$ cat config.mk
export PLATFORM = sky130hd
export DESIGN_NAME = icache_axi_rd_bridge_flat
export DESIGN_NICKNAME = d
export VERILOG_FILES = /design/src/rtl/icache_axi_rd_bridge_pkg.sv /design/src/rtl/icache_axi_rd_bridge_if.sv /design/src/rtl/icache_axi_rd_bridge.sv /design/src/flat_wrapper.sv
export SDC_FILE = /design/constraint.sdc
export NUM_CORES = 1
export LEC_CHECK = 0
export ABC_AREA = 1
export CAP_MARGIN = 20
export CELL_PAD_IN_SITES_DETAIL_PLACEMENT = 1
export CELL_PAD_IN_SITES_GLOBAL_PLACEMENT = 1
export CORE_ASPECT_RATIO = 1.25
export CORE_MARGIN = 10
export CORE_UTILIZATION = 30
export DETAILED_ROUTE_END_ITERATION = 7
export PLACE_DENSITY = 0.76
export SETUP_SLACK_MARGIN = 0.2
export SLEW_MARGIN = 20
export SYNTH_ARGS = -nofsm -noshare
export SYNTH_HDL_FRONTEND = slang
export SYNTH_SLANG_ARGS = --single-unit
$ cat constraint.sdc
create_clock -name clk -period 2.2 [get_ports clk]
set_input_delay 0.22 -clock clk [delete_from_list [all_inputs] [get_ports clk]]
set_output_delay 0.22 -clock clk [all_outputs]
set_load 0.01 [all_outputs]
$ cat src/rtl/icache_axi_rd_bridge_pkg.sv
// Shared definitions for the I-cache AXI4 read bridge: FSM states and AXI burst constants.
package icache_axi_rd_bridge_pkg;

  typedef enum logic [2:0] {
    IDLE    = 3'd0,
    AR_LINE = 3'd1,
    R_LINE  = 3'd2,
    AR_UNC  = 3'd3,
    R_UNC   = 3'd4,
    RET     = 3'd5
  } state_t;

  localparam logic [1:0] INCR    = 2'b01;
  localparam logic [2:0] SIZE_4B = 3'b010;

  // Refill bursts always start on a 16-byte boundary.
  function automatic logic [31:0] line_align(input logic [31:0] addr);
    return {addr[31:4], 4'h0};
  endfunction

endpackage

$ cat src/rtl/icache_axi_rd_bridge_if.sv
// AXI4 read-address and read-data channels between the bridge (master) and memory (slave).
interface icache_axi_rd_bridge_if;

  logic [3:0]  arid;
  logic [31:0] araddr;
  logic [7:0]  arlen;
  logic [2:0]  arsize;
  logic [1:0]  arburst;
  logic        arvalid;
  logic        arready;
  logic [31:0] rdata;
  logic [1:0]  rresp;
  logic        rlast;
  logic        rvalid;
  logic        rready;

  modport master (
    output arid, araddr, arlen, arsize, arburst, arvalid, rready,
    input  arready, rdata, rresp, rlast, rvalid
  );

  modport slave (
    input  arid, araddr, arlen, arsize, arburst, arvalid, rready,
    output arready, rdata, rresp, rlast, rvalid
  );

endinterface

$ cat src/rtl/icache_axi_rd_bridge.sv
// Turns I-cache line refills and uncached word fetches into single AXI4 read transactions,
// one outstanding at a time; line requests win over uncached ones when both arrive together.
module icache_axi_rd_bridge
  import icache_axi_rd_bridge_pkg::*;
#(
  parameter int         LINE_WORD_NUM = 4,
  parameter logic [3:0] AXI_ID        = 4'd0
) (
  input  logic                          clk,
  input  logic                          resetn,
  input  logic                          line_rd_req,
  input  logic [31:0]                   line_rd_addr,
  output logic                          line_rd_rdy,
  output logic                          line_ret_valid,
  output logic [32*LINE_WORD_NUM-1:0]   line_ret_data,
  input  logic                          unc_rd_req,
  input  logic [31:0]                   unc_rd_addr,
  output logic                          unc_rd_rdy,
  output logic                          unc_ret_valid,
  output logic [31:0]                   unc_ret_data,
  icache_axi_rd_bridge_if.master        axi
);

  localparam int         BEAT_W     = (LINE_WORD_NUM > 1) ? $clog2(LINE_WORD_NUM) : 1;
  localparam logic [7:0] ARLEN_LINE = 8'(LINE_WORD_NUM - 1);
  localparam logic [BEAT_W-1:0] BEAT_LAST = BEAT_W'(LINE_WORD_NUM - 1);

  state_t                        state_r;
  logic [BEAT_W-1:0]             beat_cnt_r;
  logic [31:0]                   addr_r;
  logic [7:0]                    arlen_r;
  logic                          arvalid_r;
  logic                          rready_r;
  logic                          line_rdy_r;
  logic                          unc_rdy_r;
  logic                          line_ret_valid_r;
  logic                          unc_ret_valid_r;
  logic [32*LINE_WORD_NUM-1:0]   line_buf_r;
  logic [31:0]                   unc_data_r;
  logic                          unused_bits;

  // Error responses are not reported and the line address low nibble is forced to zero.
  assign unused_bits = ^{line_rd_addr[3:0], axi.rresp};

  // Request arbitration, AXI handshakes, beat capture and return pulses.
  always_ff @(posedge clk) begin
    if (!resetn) begin
      state_r          <= IDLE;
      beat_cnt_r       <= '0;
      addr_r           <= 32'h0000_0000;
      arlen_r          <= 8'h00;
      arvalid_r        <= 1'b0;
      rready_r         <= 1'b0;
      line_rdy_r       <= 1'b1;
      unc_rdy_r        <= 1'b1;
      line_ret_valid_r <= 1'b0;
      unc_ret_valid_r  <= 1'b0;
      line_buf_r       <= '0;
      unc_data_r       <= 32'h0000_0000;
    end else begin
      line_ret_valid_r <= 1'b0;
      unc_ret_valid_r  <= 1'b0;
      case (state_r)
        IDLE: begin
          if (line_rd_req && line_rdy_r) begin
            state_r    <= AR_LINE;
            addr_r     <= line_align(line_rd_addr);
            arlen_r    <= ARLEN_LINE;
            arvalid_r  <= 1'b1;
            line_rdy_r <= 1'b0;
            unc_rdy_r  <= 1'b0;
          end else if (unc_rd_req && unc_rdy_r) begin
            state_r    <= AR_UNC;
            addr_r     <= unc_rd_addr;
            arlen_r    <= 8'h00;
            arvalid_r  <= 1'b1;
            line_rdy_r <= 1'b0;
            unc_rdy_r  <= 1'b0;
          end else begin
            state_r <= IDLE;
          end
        end
        AR_LINE, AR_UNC: begin
          if (axi.arready) begin
            state_r   <= (state_r == AR_LINE) ? R_LINE : R_UNC;
            arvalid_r <= 1'b0;
            rready_r  <= 1'b1;
          end else begin
            state_r <= state_r;
          end
        end
        R_LINE: begin
          if (axi.rvalid) begin
            line_buf_r[{beat_cnt_r, 5'd0} +: 32] <= axi.rdata;
            // rlast ends the burst even if the slot counter disagrees.
            if (axi.rlast) begin
              beat_cnt_r       <= '0;
              state_r          <= RET;
              rready_r         <= 1'b0;
              line_ret_valid_r <= 1'b1;
            end else begin
              beat_cnt_r <= (beat_cnt_r == BEAT_LAST) ? '0 : beat_cnt_r + BEAT_W'(1);
            end
          end else begin
            state_r <= R_LINE;
          end
        end
        R_UNC: begin
          if (axi.rvalid) begin
            unc_data_r      <= axi.rdata;
            state_r         <= RET;
            rready_r        <= 1'b0;
            unc_ret_valid_r <= 1'b1;
          end else begin
            state_r <= R_UNC;
          end
        end
        RET: begin
          state_r    <= IDLE;
          line_rdy_r <= 1'b1;
          unc_rdy_r  <= 1'b1;
        end
        default: begin
          state_r    <= IDLE;
          arvalid_r  <= 1'b0;
          rready_r   <= 1'b0;
          line_rdy_r <= 1'b1;
          unc_rdy_r  <= 1'b1;
        end
      endcase
    end
  end

  assign line_rd_rdy    = line_rdy_r;
  assign unc_rd_rdy     = unc_rdy_r;
  assign line_ret_valid = line_ret_valid_r;
  assign unc_ret_valid  = unc_ret_valid_r;
  assign line_ret_data  = line_buf_r;
  assign unc_ret_data   = unc_data_r;

  assign axi.arid    = AXI_ID;
  assign axi.araddr  = addr_r;
  assign axi.arlen   = arlen_r;
  assign axi.arsize  = SIZE_4B;
  assign axi.arburst = INCR;
  assign axi.arvalid = arvalid_r;
  assign axi.rready  = rready_r;

endmodule
$ cat src/flat_wrapper.sv
// flat-port wrapper written by rule: the top's interface ports become plain ports
module icache_axi_rd_bridge_flat import icache_axi_rd_bridge_pkg::*;
#(
  parameter int         LINE_WORD_NUM = 4,
  parameter logic [3:0] AXI_ID        = 4'd0
)
  (clk, resetn, line_rd_req, line_rd_addr, line_rd_rdy, line_ret_valid, line_ret_data, unc_rd_req, unc_rd_addr, unc_rd_rdy, unc_ret_valid, unc_ret_data, axi_arid, axi_araddr, axi_arlen, axi_arsize, axi_arburst, axi_arvalid, axi_rready, axi_arready, axi_rdata, axi_rresp, axi_rlast, axi_rvalid);
  icache_axi_rd_bridge_if axi_i ();
  input  logic clk;
  input  logic resetn;
  input  logic line_rd_req;
  input  logic [31:0] line_rd_addr;
  output logic line_rd_rdy;
  output logic line_ret_valid;
  output logic [32*LINE_WORD_NUM-1:0] line_ret_data;
  input  logic unc_rd_req;
  input  logic [31:0] unc_rd_addr;
  output logic unc_rd_rdy;
  output logic unc_ret_valid;
  output logic [31:0] unc_ret_data;
  output wire logic [$bits(axi_i.arid)-1:0] axi_arid;
  output wire logic [$bits(axi_i.araddr)-1:0] axi_araddr;
  output wire logic [$bits(axi_i.arlen)-1:0] axi_arlen;
  output wire logic [$bits(axi_i.arsize)-1:0] axi_arsize;
  output wire logic [$bits(axi_i.arburst)-1:0] axi_arburst;
  output wire logic [$bits(axi_i.arvalid)-1:0] axi_arvalid;
  output wire logic [$bits(axi_i.rready)-1:0] axi_rready;
  input wire logic [$bits(axi_i.arready)-1:0] axi_arready;
  input wire logic [$bits(axi_i.rdata)-1:0] axi_rdata;
  input wire logic [$bits(axi_i.rresp)-1:0] axi_rresp;
  input wire logic [$bits(axi_i.rlast)-1:0] axi_rlast;
  input wire logic [$bits(axi_i.rvalid)-1:0] axi_rvalid;
  assign axi_arid = axi_i.arid;
  assign axi_araddr = axi_i.araddr;
  assign axi_arlen = axi_i.arlen;
  assign axi_arsize = axi_i.arsize;
  assign axi_arburst = axi_i.arburst;
  assign axi_arvalid = axi_i.arvalid;
  assign axi_rready = axi_i.rready;
  assign axi_i.arready = axi_arready;
  assign axi_i.rdata = axi_rdata;
  assign axi_i.rresp = axi_rresp;
  assign axi_i.rlast = axi_rlast;
  assign axi_i.rvalid = axi_rvalid;
  icache_axi_rd_bridge #(.LINE_WORD_NUM(LINE_WORD_NUM), .AXI_ID(AXI_ID)) u_core (.clk(clk), .resetn(resetn), .line_rd_req(line_rd_req), .line_rd_addr(line_rd_addr), .line_rd_rdy(line_rd_rdy), .line_ret_valid(line_ret_valid), .line_ret_data(line_ret_data), .unc_rd_req(unc_rd_req), .unc_rd_addr(unc_rd_addr), .unc_rd_rdy(unc_rd_rdy), .unc_ret_valid(unc_ret_valid), .unc_ret_data(unc_ret_data), .axi(axi_i));
endmodule
==> reports/qor.txt, run 1 <==
GP Congestion -> 0.822
register area share after synthesis -> 0.489
syn avg cell area -> 7.12 um2
slowest stage cell, crit path -> clkdlybuf4s50_1
RSZ-0062 raised after global routing -> no
slowest cell delay on critical path -> 0.57 ns
Yosys cell types -> 24
DP Wirelength -> 25500 um
count leader, synth -> nand2_1
Period minus WS final -> 1.90 ns
CTS tree -> yes
#FFs+latches synth -> 203
Critical Path End Type -> output pin
Pleak -> 4.56 nW
total power -> 11.8 mW
Post-CTS Setup Bufs -> 0
Worst Path Arrival -> 1.68 ns
drt total wl -> 35800 um
root buffer cell -> clkbuf_16
crit share post-route -> 0.864
largest net degree at the start of global routing -> 113
Nets -> 1538
Fin Clk Skew -> 0.00900 ns
Post-DRT Antenna Nets -> 0
share of the synthesized area in the top cell type -> 0.489
Initial Util -> 0.302
Fin. Hold Viols -> 0
total track usage -> 0.194
number of synthesized flops with an enable pin -> 0
Final Util -> 0.450
share of layout cells above drive strength 1 -> 0.0520
top cells by count, synth -> 245 x nand2_1, 203 x dfxtp_1, 201 x nor2_1
full die area -> 34800 um2
first-pass GRT wire length -> 53500 um
buffers added on ports -> 298
prevailing post-synth register cell -> dfxtp_1
Inserted Diodes -> 0
initial drt markers -> 533
drt pass-1 iters -> 4
status -> finished clean
Via density -> 4.86
CP Launch Type -> flip-flop
Die Y -> 206 um
initial antenna violation count -> 0
clk_lat worst skew -> 0.53 ns
Pins Over Slew Limit -> 0
final setup vio count -> 0
IO Count -> 320
critical path peak fanout -> 18
Hold Path Class -> in2reg
buffers from clock root to sink, at most -> 3
Hold WS -> 0.187 ns
post-route setup TNS -> 0 ns
Mapped Cells -> 1166
CTS Sinks -> 203
Num CTS Buffers -> 24
Rows -> 68
worst path cell trace -> buf_6 -> clkdlybuf4s50_1
max cap viols -> 0
GRT overflow -> 0
Cell Area, Synth -> 8300 um2
Max Freq -> 526 MHz
Post-synth ARST share -> 0
CTS clock-pin slew for the worst setup and hold paths -> 0.06 ns
yosys warns -> 0
Die W -> 169 um
P&R area growth vs syn -> 49.1%
VDD IR max -> 0.481 mV
post_cts resized -> 0
required time worst endpoint -> 1.98 ns
Synth area leader -> dfxtp_1
PD cells -> 951 nW/um2
kind of critical path -> reg2out
WL/cell -> 19.9 um
via count of the first global-routing pass -> 8826
Synth area leaders -> dfxtp_1 49%, nand2_1 11%, a21oi_1 9.2%, nor2_1 9.1%, o21ai_0 6.6%
H-Tree Depth -> 1
vias post-DR -> 8702
cts hold-fix bufs -> 0
Core ar. -> 27500 um2
DRC viols -> 0
## metal layers
metal	routed length [um]	up-vias	global-route usage
li1	-	4237	-
met1	14600	4163	0.228
met2	17700	254	0.339
met3	2630	48	0.0525
met4	813	0	0.0504
met5	0	-	0
## power breakdown
part	switching, mW	internal [mW]
combinational	1.99	1.57
sequential	0.285	4.17
clock	1.61	2.14
total	3.89	7.89
## flip-flops by register name, indices dropped and copies added, names as in the netlist
signal and flops:
u_core.line_ret_data 128, u_core.axi.araddr 32, u_core.unc_ret_data 32, u_core.state_r 3
u_core.beat_cnt_r 2, u_core.axi.arlen 1, u_core.axi.arvalid 1, u_core.axi.rready 1
u_core.line_ret_valid 1, u_core.unc_rd_rdy 1, u_core.unc_ret_valid 1
## logic make-up (layout without fill, tap and decap cells)
kind of cell,after synthesis,count (layout),synth area share
AOI/OAI and AO/OA,267,267,0.161
adders and majority gates,6,6,0.00904
buffers and inverters,154,417,0.0800
DFF,203,203,0.489
other,2,15,0.000904
and+or+nand+nor,534,534,0.259
## layout make-up
cell class                 instances  area, um2
inverter                          53        200
multi-input combinational        822       3640
clock inverter                     5       36.3
sequential                       203       4060
clock buffer                      36        686
tap                              350        438
timing repair buffer             323       3310
fill                            3344      15100
## final timing paths
path | startpoint | to | slack, ns | depth (start not counted)
worst max-delay path | u_core.unc_rd_rdy | unc_rd_rdy | 0.30 | 2
worst min-delay path | resetn | u_core.line_ret_data[29] | 0.19 | 3
worst min register to register | u_core.unc_ret_data[17] | u_core.unc_ret_data[17] | 0.45 | 2
worst max register to register | u_core.beat_cnt_r[1] | u_core.line_ret_data[76] | 0.40 | 9
## stage by stage
stage          worst slack (ns)  instance area (um2)  std cells
5_1_grt                   0.224                12400       1792
2_1_floorplan             0.276                 8350       1179
4_1_cts                   0.202                12400       1792
3_3_place_gp              0.276                11600       1751
3_5_place_dp              0.209                11600       1751
6_report                  0.300                12400       1792
## layout by cell type (no fill, tap or decap)
cell,instances
clkdlybuf4s50_1,297
nand2_1,245
dfxtp_1,203
nor2_1,200
a21oi_1,152
o21ai_0,110
nand3_1,71
inv_1,47
clkbuf_16,24
conb_1,15
buf_4,13
buf_12,11
clkbuf_1,8
ha_1,6
clkinv_2,5
nor3_1,5
inv_2,4
nor2_2,4
o21ai_1,4
clkbuf_8,4
nor2_4,3
nand3_2,2
buf_6,2
nand3_4,1
nor3_2,1
clkinv_1,1
nand3b_1,1
nand4_1,1
a211oi_1,1
clkinv_8,1
## critical path, delay by kind of cell (launching register included)
family / cells / cell delay [ns]
buffers and inverters: 2 / 0.78
flip-flops: 1 / 0.38
No activity file was read; power rests on OpenSTA's default activity.
==> run 2: changes to the inputs <==
--- a/config.mk
+++ b/config.mk
@@ -13,6 +13,7 @@
 export CORE_MARGIN = 10
 export CORE_UTILIZATION = 30
 export DETAILED_ROUTE_END_ITERATION = 7
+export GPL_ROUTABILITY_DRIVEN = 0
 export PLACE_DENSITY = 0.76
 export SETUP_SLACK_MARGIN = 0.2
 export SLEW_MARGIN = 20
==> results of run 2 <==
Same layout as run 1: the final DEF is identical, and so are final timing and power.
